==> src/rtl/down_counter_timer_if.sv <==
// Load/control/status bundle for down_counter_timer.
// psc_div exists only when TIMER_PRESCALER_EN is defined.
interface down_counter_timer_if #(
  parameter int WIDTH     = 32,
  parameter int PSC_WIDTH = 8
);
  logic             load_valid;
  logic             load_ready;
  logic [WIDTH-1:0] load_value;
  logic             auto_reload;
  logic             start;
  logic             stop;
  logic             irq_clr;
`ifdef TIMER_PRESCALER_EN
  logic [PSC_WIDTH-1:0] psc_div;
`endif
  logic [WIDTH-1:0] count;
  logic             busy;
  logic             expired;
  logic             irq;

  modport master (
`ifdef TIMER_PRESCALER_EN
    output psc_div,
`endif
    output load_valid, load_value, auto_reload, start, stop, irq_clr,
    input  load_ready, count, busy, expired, irq
  );

  modport slave (
`ifdef TIMER_PRESCALER_EN
    input  psc_div,
`endif
    input  load_valid, load_value, auto_reload, start, stop, irq_clr,
    output load_ready, count, busy, expired, irq
  );
endinterface

==> src/rtl/down_counter_timer.sv <==
// Loadable down-counting timer with one-shot/periodic modes and sticky irq.
// Define TIMER_PRESCALER_EN to add a live psc_div tick divider.
module down_counter_timer #(
  parameter int WIDTH     = 32,
  parameter int PSC_WIDTH = 8
) (
  input  logic                  clk,
  input  logic                  resetn,
  down_counter_timer_if.slave   bus
);

  typedef enum logic [1:0] {IDLE, LOADED, RUN} state_t;

  state_t           state_q, state_d;
  logic [WIDTH-1:0] count_q, count_d;
  logic [WIDTH-1:0] reload_q, reload_d;
  logic             ar_q, ar_d;
  logic             expired_q, expired_d;
  logic             irq_q, irq_d;
  logic             busy_q, ready_q;
  logic             tick;
  logic             load_xfer;

`ifdef TIMER_PRESCALER_EN
  logic [PSC_WIDTH-1:0] psc_q, psc_d;

  // Prescaler only advances while actually running; stop or leaving RUN clears it.
  always_comb begin
    psc_d = '0;
    tick  = 1'b0;
    if (state_q == RUN && !bus.stop) begin
      tick  = (psc_q == bus.psc_div);
      psc_d = tick ? '0 : psc_q + 1'b1;
    end
  end

  always_ff @(posedge clk or negedge resetn) begin
    if (!resetn) psc_q <= '0;
    else         psc_q <= psc_d;
  end
`else
  assign tick = 1'b1;
`endif

  assign load_xfer = bus.load_valid && ready_q;

  always_comb begin
    state_d   = state_q;
    count_d   = count_q;
    reload_d  = reload_q;
    ar_d      = ar_q;
    expired_d = 1'b0;
    case (state_q)
      IDLE, LOADED: begin
        if (load_xfer) begin
          count_d  = bus.load_value;
          reload_d = bus.load_value;
          ar_d     = bus.auto_reload;
          state_d  = LOADED;
        end else if (state_q == LOADED && bus.start && !bus.stop && count_q != '0) begin
          state_d = RUN;
        end
      end
      RUN: begin
        if (bus.stop) begin
          state_d = LOADED;
        end else if (tick) begin
          // Expiry reloads in the same edge so periodic mode has no dead cycle.
          if (count_q == WIDTH'(1)) begin
            expired_d = 1'b1;
            count_d   = ar_q ? reload_q : '0;
            state_d   = ar_q ? RUN : IDLE;
          end else begin
            count_d = count_q - 1'b1;
          end
        end
      end
      default: state_d = IDLE;
    endcase
    irq_d = expired_d | (irq_q & ~bus.irq_clr);
  end

  always_ff @(posedge clk or negedge resetn) begin
    if (!resetn) begin
      state_q   <= IDLE;
      count_q   <= '0;
      reload_q  <= '0;
      ar_q      <= 1'b0;
      expired_q <= 1'b0;
      irq_q     <= 1'b0;
      busy_q    <= 1'b0;
      ready_q   <= 1'b1;
    end else begin
      state_q   <= state_d;
      count_q   <= count_d;
      reload_q  <= reload_d;
      ar_q      <= ar_d;
      expired_q <= expired_d;
      irq_q     <= irq_d;
      busy_q    <= (state_d == RUN);
      ready_q   <= (state_d != RUN);
    end
  end

  assign bus.count      = count_q;
  assign bus.busy       = busy_q;
  assign bus.load_ready = ready_q;
  assign bus.expired    = expired_q;
  assign bus.irq        = irq_q;

endmodule

==> src/flat_wrapper.sv <==
// flat-port wrapper written by rule: the top's interface ports become plain ports
module down_counter_timer_flat 
#(
  parameter int WIDTH     = 32,
  parameter int PSC_WIDTH = 8
)
  (clk, resetn, bus_load_valid, bus_load_value, bus_auto_reload, bus_start, bus_stop, bus_irq_clr, bus_load_ready, bus_count, bus_busy, bus_expired, bus_irq);
  down_counter_timer_if #(.WIDTH(WIDTH), .PSC_WIDTH(PSC_WIDTH)) bus_i ();
  input  logic clk;
  input  logic resetn;
  input wire logic [$bits(bus_i.load_valid)-1:0] bus_load_valid;
  input wire logic [$bits(bus_i.load_value)-1:0] bus_load_value;
  input wire logic [$bits(bus_i.auto_reload)-1:0] bus_auto_reload;
  input wire logic [$bits(bus_i.start)-1:0] bus_start;
  input wire logic [$bits(bus_i.stop)-1:0] bus_stop;
  input wire logic [$bits(bus_i.irq_clr)-1:0] bus_irq_clr;
  output wire logic [$bits(bus_i.load_ready)-1:0] bus_load_ready;
  output wire logic [$bits(bus_i.count)-1:0] bus_count;
  output wire logic [$bits(bus_i.busy)-1:0] bus_busy;
  output wire logic [$bits(bus_i.expired)-1:0] bus_expired;
  output wire logic [$bits(bus_i.irq)-1:0] bus_irq;
  assign bus_i.load_valid = bus_load_valid;
  assign bus_i.load_value = bus_load_value;
  assign bus_i.auto_reload = bus_auto_reload;
  assign bus_i.start = bus_start;
  assign bus_i.stop = bus_stop;
  assign bus_i.irq_clr = bus_irq_clr;
  assign bus_load_ready = bus_i.load_ready;
  assign bus_count = bus_i.count;
  assign bus_busy = bus_i.busy;
  assign bus_expired = bus_i.expired;
  assign bus_irq = bus_i.irq;
  down_counter_timer #(.WIDTH(WIDTH), .PSC_WIDTH(PSC_WIDTH)) u_core (.clk(clk), .resetn(resetn), .bus(bus_i));
endmodule
==> config.mk <==
export PLATFORM = sky130hd
export DESIGN_NAME = down_counter_timer_flat
export DESIGN_NICKNAME = d
export VERILOG_FILES = /design/src/rtl/down_counter_timer_if.sv /design/src/rtl/down_counter_timer.sv /design/src/flat_wrapper.sv
export SDC_FILE = /design/constraint.sdc
export NUM_CORES = 1
export LEC_CHECK = 0
export CAP_MARGIN = 15
export CORE_ASPECT_RATIO = 0.9
export CORE_MARGIN = 10
export CORE_UTILIZATION = 45
export DETAILED_ROUTE_END_ITERATION = 8
export DONT_BUFFER_PORTS = 1
export GPL_TIMING_DRIVEN = 0
export PLACE_DENSITY = 0.64
export SKIP_CTS_REPAIR_TIMING = 1
export SYNTH_ARGS = -nofsm -noshare
export SYNTH_HDL_FRONTEND = slang
export SYNTH_SLANG_ARGS = --single-unit
==> constraint.sdc <==
create_clock -name clk -period 2.8 [get_ports clk]
set_input_delay 0.56 -clock clk [delete_from_list [all_inputs] [get_ports clk]]
set_output_delay 0.56 -clock clk [all_outputs]
set_load 0.005 [all_outputs]
==> results.md, run 1 <==
Place:
- Summing all placed instances gives a cell area of 3939 sq um.
- The final estimated routing congestion in global placement is approximately 0.92.
- Detailed placement ended at an HPWL of 9050 um.
- The count of input and output buffers is 0.
- Counting tap cells, the placed design contains a total of 547 instances.

Critical path:
- The worst flop-to-flop path endpoint is u_core.bus.count[31].
- The largest fanout of any net on the critical path is 10.
- Across all register-to-register paths, the minimum setup slack is 0.18 ns.
- The worst setup path is captured at a flop.
- The startpoint kind of the worst setup timing path is a flop.
- The launch point of the worst path is u_core.state_q[1].
- The data required time of the worst path is approximately 3.1 ns.
- In this run the critical register-to-register path is launched from u_core.state_q[1].
- The capture point of the worst path is u_core.bus.count[31].
- The worst setup path is of the reg2reg kind.
- The number of cells traversed by the worst register-to-register path is 7.
- Data arrives at the worst endpoint at 2.89 ns.

STA:
- In the finished design, the share of the clock period the worst path needs comes to 0.9357.
- Setup repair after global routing left no endpoint under its margin.
- The accumulated negative setup slack is 0 ns.
- Across all hold checks on the routed design, the worst slack comes to 0.04331 ns.
- The max-slew violation total from the final report is 0.
- The final setup violation count is 0.
- The number of endpoints with negative hold slack in the final report came to 0.
- The fmax is 0.3817 GHz.
- The worst path needs roughly 2.6 ns of the cycle, external delays included.
- For the pin with the worst max-slew slack, the measured transition is 0.6639 ns.
- The worst max-slew margin expressed relative to the limit is 0.5558.
- Between clock sinks in the finished design, the worst skew comes to 0.01143 ns.

CTS:
- TritonCTS built the clock tree.
- Counting the buffers created by CTS gives 9.
- The maximum level of the CTS H-tree is 3.
- The tree built by TritonCTS fans out to 71 sinks.
- After clock tree synthesis, the clock-pin slew on the worst setup and hold paths is 0.07 ns.
- The clock reaches the later pin of the worst-skew pair after 0.35 ns.
- The maximum root-to-sink buffer count is 2.
- CTS placed an instance of sky130_fd_sc_hd__clkbuf_8 at the clock tree root.

Route:
- The met1 layer wirelength in the final routing is 5328 um.
- Summing over every cut layer, the via total after detailed routing is 3597.
- The routed length on met2 is 5783 um.
- For this block, the routed nets add up to 12790 um of wire.
- The wire length on met3 is 1569 um.
- The count of nets left with antenna violations once routing finished came out at 0.
- The routed via count divided by cell count is approximately 6.4.
- After detailed routing, the number of remaining DRC violations is 0.
- The detailed router used layers up to and including met4.
- The violation count after the first detailed-routing iteration is 459.
- Dividing the detail-routed wire length by the instance count gives ~23 um.
- The iteration count of the initial detailed-routing pass is 6.

Synth:
- The per-instance average area after synthesis is 8.501 sq um.
- The count of distinct cell types in the synthesized netlist is 52.
- The cell area that synthesis handed to floorplanning was ~3800 sq um.
- The post-synthesis async set-or-reset flop share is 1.000.
- In this run, synthesis produced a sequential element count of 71.
- Yosys mapped a number of flops with a built-in enable equal to 0.
- The sequential area share after synthesis is 0.4668.
- The net count after synthesis is 489.
- The flip-flop cell with the highest count after synthesis is sky130_fd_sc_hd__dfrtp_1.
- The post-synthesis instance total is 448.
- Yosys printed 0 warnings.

Floorplanning:
- The die footprint is 12550 sq um.
- In this run the vertical extent of the chip is 107.3 um.
- The starting utilization of the core area is 0.4676.
- In this run the horizontal extent of the chip is roughly 120 um.
- The core region is 8145 sq um.
- The number of I/O pins is 75.
- Row generation in the floorplan step produced 31 rows.

Min path:
- The classification of the worst-slack hold path is in2async.

Job:
- The max-capacitance violation count is 0.

Pwr:
- The maximum ir drop on the vdd rail is 0.0002622 V.
- The static leakage is 1.789 nW.
- For this design the ratio of total power to cell area is 715.4 nW/um^2.

Layout:
- In the final layout, the share of cells above drive strength 1 is 0.08351.
- The area growth from synthesis to layout is 10.97%.
- The most frequent standard cell in the layout excluding fill and tap cells is sky130_fd_sc_hd__nand2_1.
- The final layout net count is just over 500.
- The final instance area is between 4000 and 5000 sq um.
- The finished layout holds 566 standard cells, fillers aside.
- The repair_antennas step left the layout with diodes totalling 0.
- In the layout the commonest cells are sky130_fd_sc_hd__nand2_1 (111), sky130_fd_sc_hd__dfrtp_1 (70), sky130_fd_sc_hd__o21ai_0 (35), sky130_fd_sc_hd__nor2_1 (28), sky130_fd_sc_hd__clkbuf_1 (21).

GRT:
- The number of global-route vias before repair came to ~3400.
- The overall track demand over capacity in global routing is 0.2055.
- The first-pass GRT wire length is 19980 um.
- The total congestion overflow after global routing is 0.
- Entering global routing, the biggest net connects 72 pins.
- The number of antenna violations at the first check in global routing is 0.

Status:
- The flow ran to the end, and the final reports show no timing, DRC or antenna violations.
## synthesized netlist by cell type, types with 4 or more instances
master                       n  area, sq um
sky130_fd_sc_hd__dfrtp_1    70         1752
sky130_fd_sc_hd__o31ai_1     6        45.04
sky130_fd_sc_hd__inv_1       7        26.28
sky130_fd_sc_hd__or2_2       4        25.02
sky130_fd_sc_hd__a21oi_1    16        80.08
sky130_fd_sc_hd__or3_1       6        37.54
sky130_fd_sc_hd__nor3_1     14        70.07
sky130_fd_sc_hd__nor2_1     28        105.1
sky130_fd_sc_hd__a31oi_1    18        112.6
sky130_fd_sc_hd__xor2_1     11        96.34
sky130_fd_sc_hd__o32ai_1     6        52.55
sky130_fd_sc_hd__clkbuf_1   24        90.09
sky130_fd_sc_hd__o211ai_1    5        37.54
sky130_fd_sc_hd__nand2_1   111        416.7
sky130_fd_sc_hd__a22oi_1    14        105.1
sky130_fd_sc_hd__nand3_1     5        25.02
sky130_fd_sc_hd__xnor2_1     4        35.03
sky130_fd_sc_hd__o21ai_0    35        175.2
sky130_fd_sc_hd__nor4_1     11        68.82
## kinds of logic after synthesis
group                      after synthesis  synth area share
AOI/OAI and AO/OA                      126            0.2178
adders and majority gates                2          0.006569
buffers and inverters                   35           0.03515
xor gates and xnor gates                15           0.03449
DFF                                     71            0.4668
and+or+nand+nor                        198            0.2365
muxes                                    1          0.002628
## worst max-delay path, cell delays in order, from the launching register on
cell and delay, ns:
sky130_fd_sc_hd__dfrtp_1 0.36, sky130_fd_sc_hd__clkbuf_1 0.46, sky130_fd_sc_hd__nor2b_1 0.36, sky130_fd_sc_hd__nand2_1 0.35, sky130_fd_sc_hd__nand2_1 0.37, sky130_fd_sc_hd__clkbuf_2 0.34, sky130_fd_sc_hd__o21ai_0 0.12, sky130_fd_sc_hd__o21ai_0 0.17
## where the power goes
part / internal [W] / switching, W
Sequential: 0.00123 / 0.000290
Clock: 0.000447 / 0.000383
Combinational: 0.000270 / 0.000405
Total: 0.00195 / 0.00108
## through the flow
step	power (W)	utilization	setup slack (ns)
after floorplan	0.001916	-	0.5116
after global placement	0.002125	0.4828	-0.3822
after detailed placement	0.002150	0.4836	-0.06150
after CTS	0.002968	0.5063	-0.07980
after global routing	0.003194	0.5189	0.01557
final	0.003024	0.5189	0.1802
## per-layer routing
layer,vias up,track usage
li1,1647,-
met1,1738,0.2865
met2,193,0.2910
met3,19,0.07915
met4,0,0.04938
met5,-,0
## flip-flops by register name, indices dropped and copies added, names as in the netlist
register               flops
u_core.reload_q           32
u_core.bus.load_ready      1
u_core.ar_q                1
u_core.bus.expired         1
u_core.bus.count          32
u_core.state_q             2
u_core.bus.irq             1
u_core.bus.busy            1
## worst min-delay path by stage
| stage | start | end | slack (ns) | depth (start not counted) |
|---|---|---|---|---|
| 2_1_floorplan | resetn | u_core.ar_q | 0.26 | 0 |
| 3_3_place_gp | resetn | u_core.reload_q[20] | 0.27 | 0 |
| 3_5_place_dp | resetn | u_core.reload_q[20] | 0.27 | 0 |
| 4_1_cts | resetn | u_core.bus.count[31] | -0.12 | 0 |
| 5_1_grt | resetn | u_core.bus.load_ready | 0.02 | 0 |
| 6_report | resetn | u_core.bus.load_ready | 0.04 | 0 |
## cell type report
class                   instances  area, sq um
well taps                      99        123.9
flip-flops and latches         71         1778
plain buffers                  28        112.6
fillers                       792         3919
clock inverters                 1        30.03
clock buffers                  12        155.1
repair buffers                  6        65.06
inverters                       7        26.28
multi-input cells             342         1936
Power figures use the tool's default switching activity.
==> run 2: changes to the inputs <==
--- a/config.mk
+++ b/config.mk
@@ -11,9 +11,9 @@
 export CORE_UTILIZATION = 45
 export DETAILED_ROUTE_END_ITERATION = 8
 export DONT_BUFFER_PORTS = 1
-export GPL_TIMING_DRIVEN = 0
 export PLACE_DENSITY = 0.64
 export SKIP_CTS_REPAIR_TIMING = 1
 export SYNTH_ARGS = -nofsm -noshare
 export SYNTH_HDL_FRONTEND = slang
 export SYNTH_SLANG_ARGS = --single-unit
+export TNS_END_PERCENT = 10
==> run 2 against run 1 <==
Net effect: sequential share of layout area is 0.46 points lower; largest cell class unchanged; die area is the same; combinational power rose by 4.9%; via count is 1.9% lower; highest routed layer unchanged; non-clock buffer count fell by 10; critical path depth decreased by 1; register-to-register slack hardly changed; worst hold slack gained 0.0069 ns; total power grew 2.6%; sequential power about the same; core utilization rose by 0.57 points; flip-flop and latch count stayed put.
==> results.md, run 2 (synthesized netlist as in run 1, its figures left out) <==
Critical path:
- The arrival time of the worst setup path came to 2.85 ns (was 2.89 ns).
- Chain of cells forming the critical path: nor4_2, nand4b_1, or3_1, o31a_1, a2111oi_2, nor2_1 (was clkbuf_1, nor2b_1, nand2_1, nand2_1, clkbuf_2, o21ai_0, o21ai_0).
- The worst flop-to-flop path endpoint is u_core.bus.count[28] (was u_core.bus.count[31]).
- The element type at the critical path end is a flop (unchanged).
- The setup slack of the worst register-to-register path came to 0.18 ns (about the same).
- The peak per-stage delay on the critical path is 0.59 ns (was 0.46 ns).
- The total buffers and inverters traversed by the critical path is 0 (was 2).
- The category of the critical setup timing path is reg2reg (unchanged).
- The cell depth of the worst setup path is 6 (was 7).
- The startpoint of the worst-slack reg-to-reg timing path is u_core.bus.count[12] (was u_core.state_q[1]).
- The cell at the slowest stage of the critical path is sky130_fd_sc_hd__or3_1 (was sky130_fd_sc_hd__clkbuf_1).
- The number of cells traversed by the worst register-to-register path is 6 (was 7).
- The data required time of the worst path is 3.02 ns (was 3.07 ns).
- The startpoint kind of the worst setup timing path is a flop (unchanged).
- The kind of cell adding the most delay to the critical path is simple AND/OR/NAND/NOR gates (unchanged).
- The largest fanout of any net on the critical path came to 9 (was 10).

Floorplanning:
- The core region area is 8145 sq um (unchanged).
- The number of I/O pins was 75 (unchanged).
- The number of cell rows came to 31 (unchanged).
- The starting utilization of the core area was 0.4676 (unchanged).
- The die footprint came to 12550 sq um (unchanged).
- The die extent in x is 117.0 um (unchanged).
- The vertical die dimension is 107.3 um (unchanged).

Route:
- The overall via count from detail_route came to 3527 (was 3597).
- The violation count after the first detailed-routing iteration came to 282 (was 459).
- The wire length per cell after detailed routing is 21.43 um (was 22.60 um).
- The routed via count divided by cell count is 6.309 (was 6.355).
- The antenna violation net count after detailed routing came to 0 (unchanged).
- The total wire length is 11980 um (was 12790 um).
- The number of DRC violations after detailed routing is 0 (unchanged).
- The iteration count of the initial detailed-routing pass is 5 (was 6).

Place:
- The count of input and output buffers is 0 (unchanged).
- The final estimated routing congestion in global placement is 0.9075 (was 0.9214).
- The estimated wirelength of the detail-placed design came to 8156 um (was 9050 um).
- The cell count after placement is 542 (was 547).

GRT:
- The number of global-route vias before repair came to 3342 (was 3404).
- The first-pass GRT wire length came to 18860 um (was 19980 um).
- The number of antenna violations at the first check in global routing is 0 (unchanged).
- The overall track demand over capacity in global routing is 0.1902 (was 0.2055).
- The largest net degree at the start of global routing was 72 (unchanged).
- The total congestion overflow after global routing was 0 (unchanged).

STA:
- The max-slew violation total from the final report is 0 (unchanged).
- RSZ-0062 raised after global routing: no (unchanged).
- The post-route clock skew is 0.01177 ns (was 0.01143 ns).
- The fmax came to 0.3812 GHz (was 0.3817 GHz).
- The transition at the pin with the smallest max-transition slack was 0.5664 ns (was 0.6639 ns).
- The final setup violation count was 0 (unchanged).
- The worst max-slew margin expressed relative to the limit is 0.6224 (was 0.5558).
- The number of endpoints with negative hold slack in the final report was 0 (unchanged).
- The share of the cycle needed by the critical path after routing is 0.9369 (was 0.9357).
- The time the final worst path needs with I/O delays and setup is 2.623 ns (was 2.620 ns).
- The accumulated negative setup slack is 0 ns (unchanged).

Layout:
- Leading cell types in the layout, fill and taps excluded: sky130_fd_sc_hd__nand2_1 (111), sky130_fd_sc_hd__dfrtp_1 (70), sky130_fd_sc_hd__o21ai_0 (35), sky130_fd_sc_hd__nor2_1 (26), sky130_fd_sc_hd__buf_4 (22) (was sky130_fd_sc_hd__nand2_1 (111), sky130_fd_sc_hd__dfrtp_1 (70), sky130_fd_sc_hd__o21ai_0 (35), sky130_fd_sc_hd__nor2_1 (28), sky130_fd_sc_hd__clkbuf_1 (21)).
- The share of cells above drive strength 1 is 0.1130 (was 0.08351).
- The most frequent standard cell in the layout excluding fill and tap cells is sky130_fd_sc_hd__nand2_1 (unchanged).
- The diode insertion count for antenna repair came to 0 (unchanged).
- The filler cell count in the final layout is 794 (was 792).
- The area growth from synthesis to final layout is 12.19% (was 10.97%).
- The final layout net count was 496 (was 506).
- The number of cells in the finished layout apart from fillers is 559 (was 566).

Pwr:
- The maximum ir drop on the vdd rail came to 0.0002714 V (was 0.0002622 V).
- The total power density per cell area is 725.9 nW/um^2 (was 715.4 nW/um^2).
- The static leakage is 1.832 nW (was 1.789 nW).

CTS:
- The clock slew seen by the registers of the worst setup and hold paths is 0.08 ns (was 0.07 ns).
- The TritonCTS clock tree is yes (unchanged).
- The clock latency on the worst-skew pair is 0.35 ns (about the same).
- The number of buffers created by CTS is 9 (unchanged).
- The maximum root-to-sink buffer count is 2 (unchanged).
- The number of sinks on the clock net is 71 (unchanged).
- The maximum level of the CTS H-tree is 3 (unchanged).
- The cell chosen for the clock root is sky130_fd_sc_hd__clkbuf_8 (unchanged).

Min path:
- The classification of the worst-slack hold path is in2async (unchanged).

Job:
- The max-capacitance violation count is 0 (unchanged).

Status:
- Status: finished clean (unchanged).
[run 2: cell types whose count changed in the layout (fill, tap and decap cells not counted), sizes merged]
cell	change
bufinv	+1
buf	+14
clkbuf	-25
clkinv	+3
[run 2: per-layer routing]
metal / global-route usage / share of wire
met1: 0.2520 / 0.43
met4: 0.04762 / 0.0096
met2: 0.2882 / 0.46
met3: 0.06800 / 0.11
met5: 0 / 0
[run 2: final cells by class]
type	instances	area [sq um]	area share
clock inverter	5	82.58	0.01933
tap	99	123.9	0.02899
timing repair buffer	24	212.7	0.04978
inverter	7	26.28	0.006149
clock buffer	11	131.4	0.03075
sequential	71	1778	0.4161
multi-input combinational	342	1918	0.4489
[run 2: worst max-delay path by stage]
stage                          from                    to  slack [ns]
5_1_grt        u_core.bus.count[12]  u_core.bus.count[30]        0.04
4_1_cts        u_core.bus.count[12]  u_core.bus.count[28]        0.18
6_report       u_core.bus.count[12]  u_core.bus.count[28]        0.18
3_5_place_dp   u_core.bus.count[12]  u_core.bus.count[28]        0.20
2_1_floorplan   u_core.bus.count[2]  u_core.bus.count[28]        0.51
3_3_place_gp   u_core.bus.count[12]  u_core.bus.count[28]        0.29
[run 2: report_power, final]
| group | switching [W] | internal [W] | total, W |
|---|---|---|---|
| clock | 0.000401 | 0.000504 | 0.000906 |
| combinational | 0.000413 | 0.000296 | 0.000709 |
| sequential | 0.000258 | 0.00123 | 0.00149 |
| total | 0.00107 | 0.00203 | 0.00310 |
[run 2: stage by stage]
step,hold slack [ns],util,total power [W],instance area [sq um],worst slack (ns)
finish,0.05025,0.5246,0.003102,4273,0.1766
CTS,-0.1077,0.5204,0.003091,4239,0.1844
global route,0.03012,0.5246,0.003286,4273,0.04464
detailed placement,0.2684,0.4942,0.002187,4025,0.2029
floorplan,0.2644,-,0.001916,3809,0.5116
global placement,0.2680,0.4942,0.002164,4025,0.2860
